==> config.mk <==
export PLATFORM = sky130hd
export DESIGN_NAME = pixel_fetch
export DESIGN_NICKNAME = d
export VERILOG_FILES = /design/src/rtl/fb_pkg.sv /design/src/rtl/pixel_slice.sv /design/src/rtl/pixel_fetch.sv
export SDC_FILE = /design/constraint.sdc
export NUM_CORES = 1
export LEC_CHECK = 0
export CAP_MARGIN = 20
export CORE_ASPECT_RATIO = 0.8
export CORE_UTILIZATION = 25
export CTS_BUF_LIST = sky130_fd_sc_hd__clkbuf_4
export DETAILED_ROUTE_END_ITERATION = 6
export GPL_TIMING_DRIVEN = 1
export PLACE_DENSITY = 0.48
export REMOVE_ABC_BUFFERS = 1
export SETUP_SLACK_MARGIN = 0.3
export SKIP_LAST_GASP = 1
export SYNTH_ARGS = -nofsm -noshare
export SYNTH_HDL_FRONTEND = slang
export SYNTH_SLANG_ARGS = --single-unit
==> constraint.sdc <==
create_clock -name clk -period 3.3 [get_ports clk]
set_input_delay 0.99 -clock clk [delete_from_list [all_inputs] [get_ports clk]]
set_output_delay 0.99 -clock clk [all_outputs]
set_load 0.02 [all_outputs]
==> src/rtl/fb_pkg.sv <==
// Shared types and helpers for the frame-buffer pixel read path.
// The slot-select function is the single definition of the packing order.
package fb_pkg;

  typedef enum logic {READY, WAIT} pix_fetch_state_t;

  localparam int MAX_WORD_W = 64;

  function automatic int sel_width(input int word_w, input int pix_w);
    return $clog2(word_w / pix_w);
  endfunction

  // Returns the selected pixel right-aligned, upper bits zero.
  function automatic logic [MAX_WORD_W-1:0] slot_select(
    input logic [MAX_WORD_W-1:0] word,
    input int                    slot,
    input int                    pix_w,
    input int                    ppw,
    input bit                    lsb_first
  );
    int                    idx;
    logic [MAX_WORD_W-1:0] mask;
    idx  = lsb_first ? slot : (ppw - 1 - slot);
    mask = (pix_w >= MAX_WORD_W) ? '1 : ((64'd1 << pix_w) - 64'd1);
    return (word >> (idx * pix_w)) & mask;
  endfunction

endpackage

==> src/rtl/pixel_slice.sv <==
// Combinational word + slot -> pixel extraction for a packed frame-buffer word.
module pixel_slice
  import fb_pkg::*;
#(
  parameter int WORD_W    = 16,
  parameter int PIX_W     = 4,
  parameter bit LSB_FIRST = 1'b1,
  localparam int SEL_W    = sel_width(WORD_W, PIX_W)
) (
  input  logic [WORD_W-1:0] word,
  input  logic [SEL_W-1:0]  slot,
  output logic [PIX_W-1:0]  pixel
);

  localparam int PPW = WORD_W / PIX_W;

  assign pixel = PIX_W'(slot_select(MAX_WORD_W'(word), int'(slot), PIX_W, PPW, LSB_FIRST));

endmodule

==> src/rtl/pixel_fetch.sv <==
// Frame-buffer read path: pixel address -> packed-word RAM read with a
// one-word cache, valid/ready on request and pixel sides.
module pixel_fetch
  import fb_pkg::*;
#(
  parameter int WORD_W    = 16,
  parameter int PIX_W     = 4,
  parameter int ADDR_W    = 17,
  parameter int MEM_LAT   = 1,
  parameter bit LSB_FIRST = 1'b1,
  localparam int SEL_W    = sel_width(WORD_W, PIX_W),
  localparam int MADDR_W  = ADDR_W - SEL_W
) (
  input  logic               clk,
  input  logic               rst,
  input  logic               pix_req_valid,
  output logic               pix_req_ready,
  input  logic [ADDR_W-1:0]  pix_addr,
  input  logic               inval,
  output logic               mem_rd_en,
  output logic [MADDR_W-1:0] mem_addr,
  input  logic [WORD_W-1:0]  mem_rd_data,
  output logic               pix_out_valid,
  output logic [PIX_W-1:0]   pix_out,
  input  logic               pix_out_ready
);

  pix_fetch_state_t   state_reg;
  logic               cache_valid_reg;
  logic [MADDR_W-1:0] cache_tag_reg;
  logic [WORD_W-1:0]  cache_word_reg;
  logic [SEL_W-1:0]   slot_reg;
  logic [2:0]         cnt_reg;

  logic [MADDR_W-1:0] req_tag;
  logic [SEL_W-1:0]   req_slot;
  logic               accept;
  logic               hit;
  logic               capture;
  logic [WORD_W-1:0]  slice_word;
  logic [SEL_W-1:0]   slice_slot;
  logic [PIX_W-1:0]   slice_pix;

  assign req_tag  = pix_addr[ADDR_W-1:SEL_W];
  assign req_slot = pix_addr[SEL_W-1:0];

  assign pix_req_ready = (state_reg == READY) && (!pix_out_valid || pix_out_ready);
  assign accept        = pix_req_valid && pix_req_ready;
  assign hit           = cache_valid_reg && (cache_tag_reg == req_tag) && !inval;
  assign capture       = (state_reg == WAIT) && (cnt_reg == 3'd0);

  // One extractor serves both the cache (hits) and the RAM return (miss capture).
  assign slice_word = (state_reg == WAIT) ? mem_rd_data : cache_word_reg;
  assign slice_slot = (state_reg == WAIT) ? slot_reg : req_slot;

  pixel_slice #(
    .WORD_W    (WORD_W),
    .PIX_W     (PIX_W),
    .LSB_FIRST (LSB_FIRST)
  ) u_slice (
    .word  (slice_word),
    .slot  (slice_slot),
    .pixel (slice_pix)
  );

  always_ff @(posedge clk or posedge rst) begin
    if (rst) begin
      state_reg       <= READY;
      cache_valid_reg <= 1'b0;
      cache_tag_reg   <= '0;
      cache_word_reg  <= '0;
      slot_reg        <= '0;
      cnt_reg         <= 3'd0;
      mem_rd_en       <= 1'b0;
      mem_addr        <= '0;
      pix_out_valid   <= 1'b0;
      pix_out         <= '0;
    end else begin
      mem_rd_en <= 1'b0;
      if (pix_out_valid && pix_out_ready) pix_out_valid <= 1'b0;
      if (inval) cache_valid_reg <= 1'b0;

      case (state_reg)
        READY: begin
          if (accept) begin
            if (hit) begin
              pix_out       <= slice_pix;
              pix_out_valid <= 1'b1;
            end else begin
              mem_rd_en <= 1'b1;
              mem_addr  <= req_tag;
              slot_reg  <= req_slot;
              cnt_reg   <= 3'(MEM_LAT);
              state_reg <= WAIT;
            end
          end
        end
        WAIT: begin
          if (capture) begin
            // mem_addr still holds the tag of the outstanding read; a
            // coincident inval keeps the fresh word unusable for later hits.
            cache_word_reg  <= mem_rd_data;
            cache_tag_reg   <= mem_addr;
            cache_valid_reg <= !inval;
            pix_out         <= slice_pix;
            pix_out_valid   <= 1'b1;
            state_reg       <= READY;
          end else begin
            cnt_reg <= cnt_reg - 3'd1;
          end
        end
        default: state_reg <= READY;
      endcase
    end
  end

endmodule
# ---- Yosys cells after proc, flatten, opt, wreduce, memory -nomap -nowiden
# Cells that the tools add are included.
dict set report word_totals {
  ram_bits 0
  mem_count 0
  latchBits 0
  reg_bits 59
  word_cells 57
  rom_bits 0
  in_bits 38
  out_inout_bits 22
}
dict set report op_classes {
  n_shift 1
  reduce_logical 14
  muxes 23
  magnitude_cmp 0
  n_bitwise 2
  eq_ne 6
  n_addsub 1
  div 0
  multipliers 0
}
# op count
set op_table {}
lappend op_table {{$mux W16} 1}
lappend op_table {{$shr A16 B4 Y4} 1}
lappend op_table {{$eq A15 B15 Y1} 1}
lappend op_table {{$mux W4} 3}
lappend op_table {{$mux W1} 11}
lappend op_table {{$mux W3} 3}
lappend op_table {{$reduce_and A3 Y1} 3}
lappend op_table {{$ne A2 B2 Y1 const B} 4}
lappend op_table {{$pmux W4 S2} 1}
lappend op_table {{$logic_and A1 B1 Y1} 6}
lappend op_table {{$pmux W3 S2} 1}
lappend op_table {{$pmux W1 S2} 2}
lappend op_table {{$logic_not A3 Y1} 1}
lappend op_table {{$sub A3 B1 Y3 const B} 1}
lappend op_table {{$logic_not A1 Y1} 2}
lappend op_table {{$mux W2} 1}
lappend op_table {{$ne A2 B1 Y1 const B} 1}
lappend op_table {{$not A1 Y1} 2}
lappend op_table {{$reduce_and A2 Y1} 1}
lappend op_table {{$logic_or A1 B1 Y1} 1}

# ---- Logic depth before layout (Yosys ltp)
dict set report depth {
  word_depth 6
  depth_mapped 6
  mapped_depth_nobuf 6
}

# ---- Cells and area by module
# Synthesis repeated with hierarchy kept, for this count alone.
dict set report hier_totals {
  cells_unflattened 185
  area_unflattened_um2 2811.4
}
# mod cells_each area_each_um2 seq_area_each_um2 instances
set by_module_without_submodules {}
lappend by_module_without_submodules {pixel_fetch 181 2706.3 1476.4 1}
lappend by_module_without_submodules {pixel_slice 4 105.1 0.0 1}

# ---- Worst setup path after synthesis
# No wires, ideal clock.
dict set report synth_timing {
  path_kind {input port to flip-flop}
  from {input pix_out_ready}
  to {register mem_addr[0]}
  setup_ns 0.125
  required_ns 3.175
  t_arrival_ns 2.302
  path_buffers 1
  path_slack_ns 0.873
  path_stages 6
  path_cell_list {inv_1 a21oi_1 nand2_1 nor2_1 buf_6 mux2_4}
}
dict set report synth_between {
  elab_chain_len 4
}
# item line
set synth_lines {}
lappend synth_lines {{start, declared} pixel_fetch.sv:25} ;# input logic pix_out_ready
lappend synth_lines {{$logic_or A1 B1 Y1} pixel_fetch.sv:47} ;# assign pix_req_ready = (state_reg == READY) && (!pix_out_valid || pix_out_ready);
lappend synth_lines {{$logic_and A1 B1 Y1} pixel_fetch.sv:47}
lappend synth_lines {{named net pix_req_ready} pixel_fetch.sv:17} ;# output logic pix_req_ready,
lappend synth_lines {{$logic_and A1 B1 Y1} pixel_fetch.sv:48} ;# assign accept = pix_req_valid && pix_req_ready;
lappend synth_lines {{$reduce_and A3 Y1 (no source line)} --}
lappend synth_lines {{end signal, assigned} pixel_fetch.sv:91} ;# mem_addr <= req_tag;
lappend synth_lines {{end, declared} pixel_fetch.sv:21} ;# output logic [MADDR_W-1:0] mem_addr,
# The timed path passes the listed nets, and every way through them passes these cells.
# A chain may end at the register's enable or synchronous reset.

# ---- Worst setup path in the final report
dict set report layout_timing {
  from {input pix_addr[11]}
  to {register mem_addr[9]}
}
dict set report layout_between {
  elab_chain_len 5
}
# item line
set layout_lines {}
lappend layout_lines {{start, declared} pixel_fetch.sv:18} ;# input logic [ADDR_W-1:0] pix_addr,
lappend layout_lines {{$eq A15 B15 Y1} pixel_fetch.sv:49} ;# assign hit = cache_valid_reg && (cache_tag_reg == req_tag) && !inval;
lappend layout_lines {{$logic_and A1 B1 Y1 (2 in a row)} pixel_fetch.sv:49}
lappend layout_lines {{$not A1 Y1 (no source line)} --}
lappend layout_lines {{$reduce_and A3 Y1 (no source line)} --}
# Parallel ways exist; a longest one is shown, timed or not.

==> key figures <==
STA
  • Endpoints failing setup: 0
  • Shortest clock period the worst path allows after layout: 2.86 ns
  • Setup repair after global routing missed its margin: false
  • Worst hold margin: 0.509 ns
  • Final Hold Fails: 0
  • Max Clock Freq: 0.350 GHz
  • Final slew viol count: 0
  • Relative max-transition margin: 0.540
  • Clock Skews: 0.0135 ns
  • Final sum of negative setup slack: 0 ns
  • Worst Max-Slew Pin Slew: 0.690 ns
  • Portion of the clock cycle consumed by the worst path in the final layout: 0.867
  • Worst path setup slack after routing: 0.440 ns

CTS
  • Number of resized instances in the post-cts repair step: 3
  • Post-CTS clock slew at the launch and capture registers of the worst setup and hold paths: 0.09 ns
  • Source-to-sink clock delay at the later pin of the worst-skew pair: 0.39 ns
  • Number of buffers on the longest clock path: 2
  • Post-CTS Hold Buffers: 0
  • Root buf cell: clkbuf_4
  • Clock tree from TritonCTS: yes
  • Sinks on Clock Net: 59
  • Total clock buffers created by CTS: 9
  • Buffers inserted by post-CTS timing repair: 0
  • H-tree levels: 3

Cells and area
  • Most frequent cells in the layout: 59 x dfrtp_1, 58 x clkdlybuf4s50_1, 36 x mux2_2, 17 x mux2_4, 15 x xor2_1
  • Fraction of final layout cells sized beyond drive strength 1: 0.317
  • Most common cell after layout, fill and taps aside: dfrtp_1
  • Area added between synthesis and finish: 31.6%
  • Number of flip-flops under the largest register name: 16
  • # fillers: 1,058
  • Fin util: 0.345
  • Fin nets: 296
  • Ant diodes: 0

Floorplan
  • Overall die height: 95.8 µm
  • Die X: 119 µm
  • Total die area: 0.0114 mm²
  • Core ar.: 0.0105 mm²
  • Number of rows in the core area: 33
  • # IOs: 60
  • Initial Util: 0.262

Placement
  • DP HPWL: 4230 µm
  • Count of port buffers added during placement: 59
  • Final RePlAce weighted congestion: 0.656
  • Worst slack after detailed placement: -0.00674 ns

Global route
  • Via count of the first global-routing pass: 1,758
  • Initial antenna violation count: 0
  • Grt total ovfl: 0
  • GRT Overall Usage: 0.113
  • Pin count of the biggest net entering global routing: 39
  • Wire length of the first global-routing pass: 9490 µm

Status
  • Result of the run: completed

Logic synthesis
  • Number of warnings reported in the yosys synthesis log: 0
  • Post-Syn Area per Cell: 14.6 µm²
  • Gate count of the mapped netlist: 188
  • Seq/Total Area, Yosys: 0.537
  • Flip-flop and latch count after synthesis: 59
  • Post-Synthesis Cell Area: 0.00275 mm²
  • Unique cell type count in the Yosys netlist: 25

Setup path
  • Kind of capture point of the worst setup path: flop
  • Worst reg-to-reg path cell count: 6
  • Crit-path max cell delay: 0.53 ns
  • FF-to-FF setup slack: 1.16 ns
  • Cell class contributing the biggest share of worst-path delay: simple AND/OR/NAND/NOR gates
  • Required time of the critical path: 3.57 ns
  • Class of the most critical setup path: in -> reg
  • Cell with the biggest individual delay on the critical path: nor2_2
  • Worst path bufs/invs: 2
  • Crit path arrival time: 3.13 ns
  • Worst reg2reg path endpoint: mem_addr[9]
  • Worst-path fanout max: 12
  • Ordered list of cells on the worst path: clkdlybuf4s50_1 -> xor2_1 -> nor4_2 -> and4_1 -> nor2_2 -> buf_12 -> mux2_4
  • Startpoint class of the critical path: input pin
  • Startpoint of the most critical register-to-register path: cache_tag_reg[9]

Drt
  • Remaining design rule violation count: 0
  • Detailed Route Iter0 Violations: 45
  • Total routed wirelength: 5960 µm
  • Vias per cell: 4.27
  • Post-detailed-route count of antenna-violating nets: 0
  • WL per Instance: 14.9 µm
  • Drt first pass iters: 6
  • Total vias in the final route: 1,702

Hold path
  • Hold WC Path Type: reg -> reg
  • Worst-case hold path end point: cache_word_reg[13]
  • Depth of the worst hold-timing path: 1
  • Hold wc startpoint: cache_word_reg[13]

Power
  • IR Drop Worst-Case VDD: 0.302 mV
  • Total design power: 0.00329 W
  • Static leakage: 1.51 nW
  • Power per Cell Area: 909 mW/mm²

Job
  • Max_cap viols: 0
-- through the flow --
stage | cells | cell area, µm²
floorplan | 181 | 2700
global placement | 385 | 3530
detailed placement | 385 | 3530
CTS | 399 | 3620
global route | 399 | 3620
finish | 399 | 3620
-- synth_stat cells --
cell	instances	area [µm²]
dfrtp_1	59	1480
mux2_2	36	405
mux2_4	17	255
xor2_1	15	131
inv_1	6	22.5
nor2_1	6	22.5
a211oi_1	4	30.0
a311oi_1	4	35.0
buf_2	4	20.0
mux2i_1	4	40.0
mux4_2	4	90.1
nand2_1	4	15.0
nor2b_1	4	25.0
nor4_2	4	50.1
nand2b_1	3	18.8
a21oi_1	2	10.0
buf_6	2	22.5
ha_1	2	25.0
o22ai_1	2	12.5
and4_1	1	8.76
buf_1	1	3.75
nand4_1	1	6.26
o21ai_0	1	5.00
o21ai_2	1	8.76
o221ai_1	1	8.76
-- cell families after synthesis --
kind of cell | synth area share
xor+xnor | 0.0478
compound gates | 0.0401
simple gates | 0.0533
buf+inv | 0.0250
mux | 0.288
fa+ha+maj | 0.00910
flops | 0.537
-- cell type report --
cell class                      instances  area, µm²  area share
Sequential cell                        59       1480       0.408
Multi-Input combinational cell        116       1210       0.333
Timing Repair Buffer                   64        648       0.179
Tap cell                              140        175      0.0484
Clock buffer                            9       67.6      0.0187
Clock inverter                          5       22.5     0.00622
Inverter                                6       22.5     0.00622
-- layer usage --
layer | track usage | up-vias | routed length [µm]
met1 | 0.161 | 834 | 3170
li1 | - | 824 | -
met2 | 0.154 | 38 | 2440
met5 | 0 | - | 0
met3 | 0.0415 | 6 | 289
met4 | 0.0443 | 0 | 64
-- power by group --
group | internal (W) | switching, W | total (W)
logic | 0.000901 | 0.000650 | 0.00155
clock network | 0.000138 | 0.000250 | 0.000388
registers | 0.00109 | 0.000257 | 0.00135
total | 0.00213 | 0.00116 | 0.00329
-- how the worst max path moves through the flow --
stage | from | endpoint | cells past startpoint
3_3_place_gp | pix_out_ready | pix_req_ready | 4
3_5_place_dp | pix_out_ready | pix_req_ready | 4
6_report | pix_addr[11] | mem_addr[9] | 7
4_1_cts | pix_out_ready | pix_req_ready | 4
5_1_grt | pix_out_ready | pix_req_ready | 4
2_1_floorplan | pix_out_ready | mem_addr[0] | 5
No activity file was read; power rests on OpenSTA's default activity.
